### config.mk
export PLATFORM = sky130hd
export DESIGN_NAME = instruction_fetch_unit
export DESIGN_NICKNAME = d
export VERILOG_FILES = /design/src/rtl/riscv_pipe_pkg.sv /design/src/rtl/if_id_register.sv /design/src/rtl/instruction_fetch_unit.sv
export SDC_FILE = /design/constraint.sdc
export NUM_CORES = 1
export LEC_CHECK = 0
export CAP_MARGIN = 0
export CORE_UTILIZATION = 46
export DETAILED_ROUTE_END_ITERATION = 8
export PLACE_DENSITY = 0.81
export SLEW_MARGIN = 20
export SYNTH_ARGS = -nofsm -noshare
export SYNTH_HDL_FRONTEND = slang
export SYNTH_SLANG_ARGS = --single-unit
### constraint.sdc
create_clock -name clk -period 8.8 [get_ports clk]
set_clock_uncertainty 0.2 [all_clocks]
set_input_delay 0.88 -clock clk [delete_from_list [all_inputs] [get_ports clk]]
set_output_delay 0.88 -clock clk [all_outputs]
set_load 0.02 [all_outputs]
### src/rtl/riscv_pipe_pkg.sv
// Shared pipeline types and constants for the RISC-V front end.
// Provides widths, the bubble encoding, the fetch FSM states and the IF/ID bundle.
package riscv_pipe_pkg;

  localparam int XLEN = 64;
  localparam int ILEN = 32;

  localparam logic [ILEN-1:0] NOP_INST = 32'h0000_0013;

  typedef enum logic [1:0] {
    BOOT = 2'd0,
    RUN  = 2'd1,
    HALT = 2'd2
  } fetch_state_t;

  typedef struct packed {
    logic [XLEN-1:0] pc;
    logic [ILEN-1:0] instruction;
    logic            valid;
  } if_id_t;

  function automatic if_id_t bubble(input logic [ILEN-1:0] nop);
    if_id_t b;
    b.pc          = '0;
    b.instruction = nop;
    b.valid       = 1'b0;
    return b;
  endfunction

endpackage

### src/rtl/if_id_register.sv
// IF/ID pipeline register with load, hold and flush-to-bubble controls.
// Ports: clk, reset (async high), load, flush, d (next payload), q (held payload).
module if_id_register
  import riscv_pipe_pkg::*;
#(
  parameter logic [ILEN-1:0] BUBBLE_INST = riscv_pipe_pkg::NOP_INST
) (
  input  logic   clk,
  input  logic   reset,
  input  logic   load,
  input  logic   flush,
  input  if_id_t d,
  output if_id_t q
);

  always_ff @(posedge clk or posedge reset) begin
    if (reset) begin
      q <= bubble(BUBBLE_INST);
    end else if (flush) begin
      q <= bubble(BUBBLE_INST);
    end else if (load) begin
      q <= d;
    end
  end

endmodule

### src/rtl/instruction_fetch_unit.sv
// Fetch stage: owns the PC, the fetch FSM and the fetch counter, fills IF/ID.
// Ports: clk, reset, stall, branch_taken/target in; Inst_Address, IF/ID, status out.
module instruction_fetch_unit
  import riscv_pipe_pkg::*;
#(
  parameter logic [XLEN-1:0] RESET_PC = 64'h0,
  parameter logic [XLEN-1:0] END_ADDR = 64'd112,
  parameter logic [ILEN-1:0] NOP_INST = riscv_pipe_pkg::NOP_INST
) (
  input  logic            clk,
  input  logic            reset,
  input  logic            stall,
  input  logic            branch_taken,
  input  logic [XLEN-1:0] branch_target,
  input  logic [ILEN-1:0] Instruction,
  output logic [XLEN-1:0] Inst_Address,
  output logic [XLEN-1:0] if_id_pc,
  output logic [ILEN-1:0] if_id_instruction,
  output logic            if_id_valid,
  output logic            halted,
  output logic            misalign_err,
  output logic [31:0]     fetch_count
);

  fetch_state_t    state, state_n;
  logic [XLEN-1:0] pc, pc_n;
  logic [31:0]     cnt, cnt_n;
  logic            mis, mis_n;
  logic            load, flush;
  if_id_t          d, q;

  always_ff @(posedge clk or posedge reset) begin
    if (reset) begin
      state <= BOOT;
      pc    <= RESET_PC;
      cnt   <= '0;
      mis   <= 1'b0;
    end else begin
      state <= state_n;
      pc    <= pc_n;
      cnt   <= cnt_n;
      mis   <= mis_n;
    end
  end

  // Once a misaligned redirect has halted fetch, no branch may restart it.
  logic br_ok;
  assign br_ok = branch_taken && !(state == HALT && mis);

  always_comb begin
    state_n = state;
    pc_n    = pc;
    cnt_n   = cnt;
    mis_n   = mis;
    load    = 1'b0;
    flush   = 1'b0;
    unique case (state)
      BOOT: begin
        state_n = RUN;
      end
      RUN, HALT: begin
        if (br_ok) begin
          flush = 1'b1;
          if (branch_target[1:0] == 2'b00) begin
            pc_n    = branch_target;
            state_n = RUN;
          end else begin
            mis_n   = 1'b1;
            state_n = HALT;
          end
        end else if (stall) begin
          // hold everything
        end else if (state == HALT) begin
          flush = 1'b1;
        end else if (pc >= END_ADDR) begin
          flush   = 1'b1;
          state_n = HALT;
        end else begin
          load  = 1'b1;
          pc_n  = pc + 64'd4;
          cnt_n = cnt + 32'd1;
        end
      end
      default: begin
        state_n = BOOT;
      end
    endcase
  end

  always_comb begin
    d.pc          = pc;
    d.instruction = Instruction;
    d.valid       = 1'b1;
  end

  if_id_register #(
    .BUBBLE_INST (NOP_INST)
  ) u_if_id (
    .clk   (clk),
    .reset (reset),
    .load  (load),
    .flush (flush),
    .d     (d),
    .q     (q)
  );

  assign Inst_Address      = pc;
  assign if_id_pc          = q.pc;
  assign if_id_instruction = q.instruction;
  assign if_id_valid       = q.valid;
  assign halted            = (state == HALT);
  assign misalign_err      = mis;
  assign fetch_count       = cnt;

endmodule

Word-level counts from Yosys, hierarchy flattened
Index checks and enable logic that the tools add are counted.
{ "totals": {"inputBits": 100, "output_inout_bits": 195, "ff_bits": 196, "elab_cells": 58} }
{ "op_classes": {"n_eq_ne": 9, "reduce_logical": 11, "n_addsub": 2, "magnitude_cmp": 1, "bitwise_logic": 5, "mux": 23} }
{ "ops": {"columns": ["cell", "n"], "rows": [
  ["$mux 64", 5],
  ["$mux 97", 2],
  ["$add 64x3->64 const B", 1],
  ["$ge 64x7->1 const B", 1],
  ["$add 32x1->32 const B", 1],
  ["$mux 1", 10],
  ["$mux 2", 5],
  ["$reduce_and 5->1", 2],
  ["$ne 3x3->1 const B", 3],
  ["$ne 2x1->1 const B", 3],
  ["$reduce_and 3->1", 2],
  ["$not 1->1", 5],
  ["$logic_not 2->1", 2],
  ["$pmux 2 s2", 1],
  ["$eq 2x1->1 const B", 1],
  ["$eq 2x2->1 const B", 1],
  ["$logic_and 1x1->1", 2],
  ["$ne 2x2->1 const B", 1],
  ["$reduce_bool 2->1", 1],
  ["$reduce_or 2->1", 1],
  ["$logic_not 1->1", 1]
]} }

Logic depth before layout (Yosys ltp)
{ "depth": {"depth_word": 8, "ltp_mapped": 10, "depth_no_buf": 8} }

Modules after synthesis
From an unflattened synthesis, not the netlist that was laid out.
{ "unflattened": {"cells_unflattened": 902, "hier_area_um2": 9138.8} }
{ "modules_own_cells": {"columns": ["mod", "cells_each", "area_per_inst_um2", "n_inst", "seq_area_each_um2"], "rows": [
  ["instruction_fetch_unit", 588, 5195.0, 1, 2477.4],
  ["if_id_register", 314, 3943.8, 1, 2431.1]
]} }

Least setup slack after synthesis
No wires, ideal clock.
{ "synth_path": {"path_kind": "input-to-reg", "from": "in branch_taken", "to": "reg cnt[5], in the netlist fetch_count[5]", "stages": 8, "setup_slack_ps": 6105, "setup_ps": 129, "required_ps": 8471, "path_buffers": 2, "t_arrival_ps": 2365, "cell_sequence": "a21bo_2 nand3_1 nor4_4 and4_1 buf_4 buf_6 nand4_1 xnor2_1"} }
{ "synth_via": {"elab_chain_cells": 3} }
{ "synth_lines": {"columns": ["item", "line_no", "text"], "rows": [
  ["from (decl)", "instruction_fetch_unit.sv:13", "input logic branch_taken,"],
  ["$logic_and 1x1->1", "instruction_fetch_unit.sv:48", "assign br_ok = branch_taken && !(state == HALT && mis);"],
  ["$not 1->1 (no source line)", null, null],
  ["$reduce_and 5->1 (no source line)", null, null],
  ["to (signal assigned)", "instruction_fetch_unit.sv:41", "cnt <= cnt_n;"],
  ["to (decl)", "instruction_fetch_unit.sv:27", "logic [31:0] cnt, cnt_n;"]
]} }
No other way between the ends.
A chain may end at the register's enable or synchronous reset.

Final worst setup path
{ "layout_path": {"from": "in branch_taken", "to": "reg cnt[29], in the netlist fetch_count[29]"} }
The elaborated chain is that of the path after synthesis.

==> flow_metrics.env <==
export IMPL_status="finished with violations"
export IMPL_failed_checks="design-rule violations"
export IMPL_antenna_cells=0
export IMPL_syn_avg_cell_area_um2=10.8
export IMPL_powerDensity_nw_per_um2=248
export IMPL_p_leak_nw=5.23
export IMPL_p_int_mw=1.86
export IMPL_cp_end_kind="flop"
export IMPL_std_cell_rows=49
export IMPL_dp_hpwl_um=18600
export IMPL_die_x_um=139
export IMPL_clk_insertion_delay_late_ns=0.43
export IMPL_report_final_slew_viol_count=0
export IMPL_timing_rr_start="state[0]$_DFFE_PP0P_"
export IMPL_startpoint="branch_taken"
export IMPL_hold_start="fetch_count[31]$_DFFE_PP0P_"
export IMPL_irDropWorstVdd_uv=187
export IMPL_area_growth_syn_to_layout_pct=43.1
export IMPL_first_global_vias=7569
export IMPL_synth_top_area_share_pct=56.3
export IMPL_synth_seq_cells=196
export IMPL_period_minus_slack_ns=4.18
export IMPL_synthTopCellsByArea="dfrtp_1 (56%), nor2b_1 (4.3%), a22o_1 (3.5%)"
export IMPL_timing_hold_ws_ns=0.281
export IMPL_cts_tree="built"
export IMPL_initial_core_util_pct=47.3
export IMPL_synth_flop_cell="dfrtp_1"
export IMPL_syn_area_um2=8580
export IMPL_synth_top_area_cell="dfrtp_1"
export IMPL_hold_violations=0
export IMPL_place_congestion=0.911
export IMPL_cts_max_level=4
export IMPL_power_frac_comb_pct=33.9
export IMPL_io_buffers=294
export IMPL_grt_overflow_total=0
export IMPL_vias=7708
export IMPL_syn_num_nets=903
export IMPL_min_period_over_period_pct=47.4
export IMPL_synthCells=797
export IMPL_synth_edf_count=0
export IMPL_power_frac_clock_pct=25.2
export IMPL_grt_usage_pct=28.5
export IMPL_crit_type="input port to flop"
export IMPL_clk_pin_slew_ns=0.07
export IMPL_ys_warn_count=0
export IMPL_cp_max_fo=77
export IMPL_io_pins=295
export IMPL_pwr_share_seq_pct=40.9
export IMPL_clock_sinks=196
export IMPL_regToRegSetupSlack_ns=4.77
export IMPL_coreArea_um2=18100
export IMPL_crit_arrival_ns=4.33
export IMPL_setup_viol=0
export IMPL_clock_root_buffer="clkbuf_16"
export IMPL_stdcell_area_um2=12300
export IMPL_synth_common_cells="dfrtp_1 (193), nor2_1 (68), nor2b_1 (59)"
export IMPL_startpoint_type="input port"
export IMPL_drv_cap=0
export IMPL_drt_initial_drc_count=693
export IMPL_layout_drive_gt1_share_pct=5.87
export IMPL_via_per_inst=5.84
export IMPL_timing_fmax_mhz=240
export IMPL_fillers=1380
export IMPL_final_seq_area_um2=4910
export IMPL_p_sw_mw=1.19
export IMPL_drc=25
export IMPL_wl_um=26900
export IMPL_antenna_found_initial=0
export IMPL_wl_per_cell_um=20.4
export IMPL_ys_types=52
export IMPL_reg2reg_depth=9
export IMPL_cts_buffers=17
export IMPL_clockBufferDepth=2
export IMPL_min_to="fetch_count[31]$_DFFE_PP0P_"
export IMPL_grt_max_degree=135
export IMPL_drt_pre_antenna_iters=9
export IMPL_hold_path_class="flop to flop"
export IMPL_max_slew_margin_pct=24.3
export IMPL_place_area_um2=11700
export IMPL_nets=1183
export IMPL_multi_input_area_um2=3450
export IMPL_drtAntennaViolNets=0
export IMPL_r2r_end="fetch_count[29]$_DFFE_PP0P_"
export IMPL_dieArea_um2=19200
export IMPL_critPathRequiredTime_ns=8.95
export IMPL_grt_pass1_wl_um=42600
export IMPL_hold_depth=1
export IMPL_hold_buffers=0
export IMPL_worst_slew_pin_slew_ns=1.13
export IMPL_switching_share_pct=39.2
export IMPL_synth_most_common_cell="dfrtp_1"
export IMPL_grt_setup_unrepaired="no"
export IMPL_die_y_um=139
export IMPL_post_cts_resized=0
export IMPL_seq_area_frac_synth_pct=57.2
export IMPL_postCtsSetupBuffers=0
export IMPL_tns_ns=0
export IMPL_async_reset_ff_share_pct=100
==> worst max path at each step <==
| stage | depth (start not counted) | to |
|---|---|---|
| after floorplan | 1 | Inst_Address[0]$_DFFE_PP0P_ |
| final | 8 | fetch_count[29]$_DFFE_PP0P_ |
| after global placement | 8 | fetch_count[29]$_DFFE_PP0P_ |
| after global routing | 8 | fetch_count[29]$_DFFE_PP0P_ |
| after CTS | 8 | fetch_count[29]$_DFFE_PP0P_ |
| after detailed placement | 8 | fetch_count[29]$_DFFE_PP0P_ |
==> flip-flops by register name (all words and copies together), names as in the netlist <==
name and cells:
Inst_Address 64, state 2, misalign_err 1, u_if_id.q 97, fetch_count 32
==> power by group through the flow <==
stage,clock network [mW],logic [mW],registers (mW)
CTS,0.782,1.03,1.24
floorplan,0,0.432,1.34
detailed placement,0,1.03,1.26
global route,0.817,1.11,1.27
global placement,0,1.01,1.25
finish,0.767,1.03,1.25
==> stage by stage <==
| stage | power [mW] | instances | setup WS, ns | util (%) |
|---|---|---|---|---|
| floorplan | 1.77 | 797 | 2.38 | - |
| global placement | 2.26 | 1287 | 4.34 | 64.5 |
| detailed placement | 2.28 | 1287 | 4.23 | 64.5 |
| CTS | 3.06 | 1319 | 4.69 | 67.7 |
| global route | 3.20 | 1319 | 4.36 | 67.7 |
| finish | 3.05 | 1319 | 4.62 | 67.7 |
==> cell usage in the layout (no fill, tap or decap), drive strengths merged, types with 18 or more instances in the layout <==
cell type      count
nand3             30
clkdlybuf4s50    294
nor4              28
nor2b             59
dfrtp            193
inv               18
xor2              22
nand4             30
nor2              68
nand2             48
o21ai             37
a21oi             44
a22o              34
clkbuf            18
and3              18
==> cell families (layout without fill, tap and decap cells) <==
| kind of cell | Yosys count | in the layout | synth area share [%] |
|---|---|---|---|
| AOI/OAI and AO/OA | 187 | 187 | 14.6 |
| xor gates and xnor gates | 31 | 31 | 3.16 |
| adders and majority gates | 6 | 6 | 0.875 |
| buffers and inverters | 54 | 347 | 2.87 |
| DFF | 196 | 196 | 57.2 |
| muxes | 1 | 1 | 0.117 |
| and+or+nand+nor | 322 | 322 | 21.2 |
==> per-layer routing <==
metal	routed length, um	vias up	global-route usage [%]	part of all wire [%]
li1	-	3451	-	-
met1	10800	3773	36.0	40
met2	13100	437	47.5	49
met3	2390	47	7.11	8.9
met4	653	0	10.9	2.4
met5	0	-	0	0
==> worst max-delay path, stage by stage <==
cell,delay (ns)
clkdlybuf4s50_1,0.44
a21bo_2,0.21
buf_4,0.63
nand3_1,0.26
nor4_4,0.56
nand4_1,0.63
nor4_1,0.50
xor2_1,0.18
==> cell type report <==
cell class / count / area share (%)
clock inverter: 14 / 1.17
timing repair buffer: 303 / 24.5
sequential: 196 / 40.0
inverter: 12 / 0.428
clock buffer: 18 / 3.49
multi-input combinational: 547 / 28.1
tap: 229 / 2.33
No activity file was read; power rests on OpenSTA's default activity.
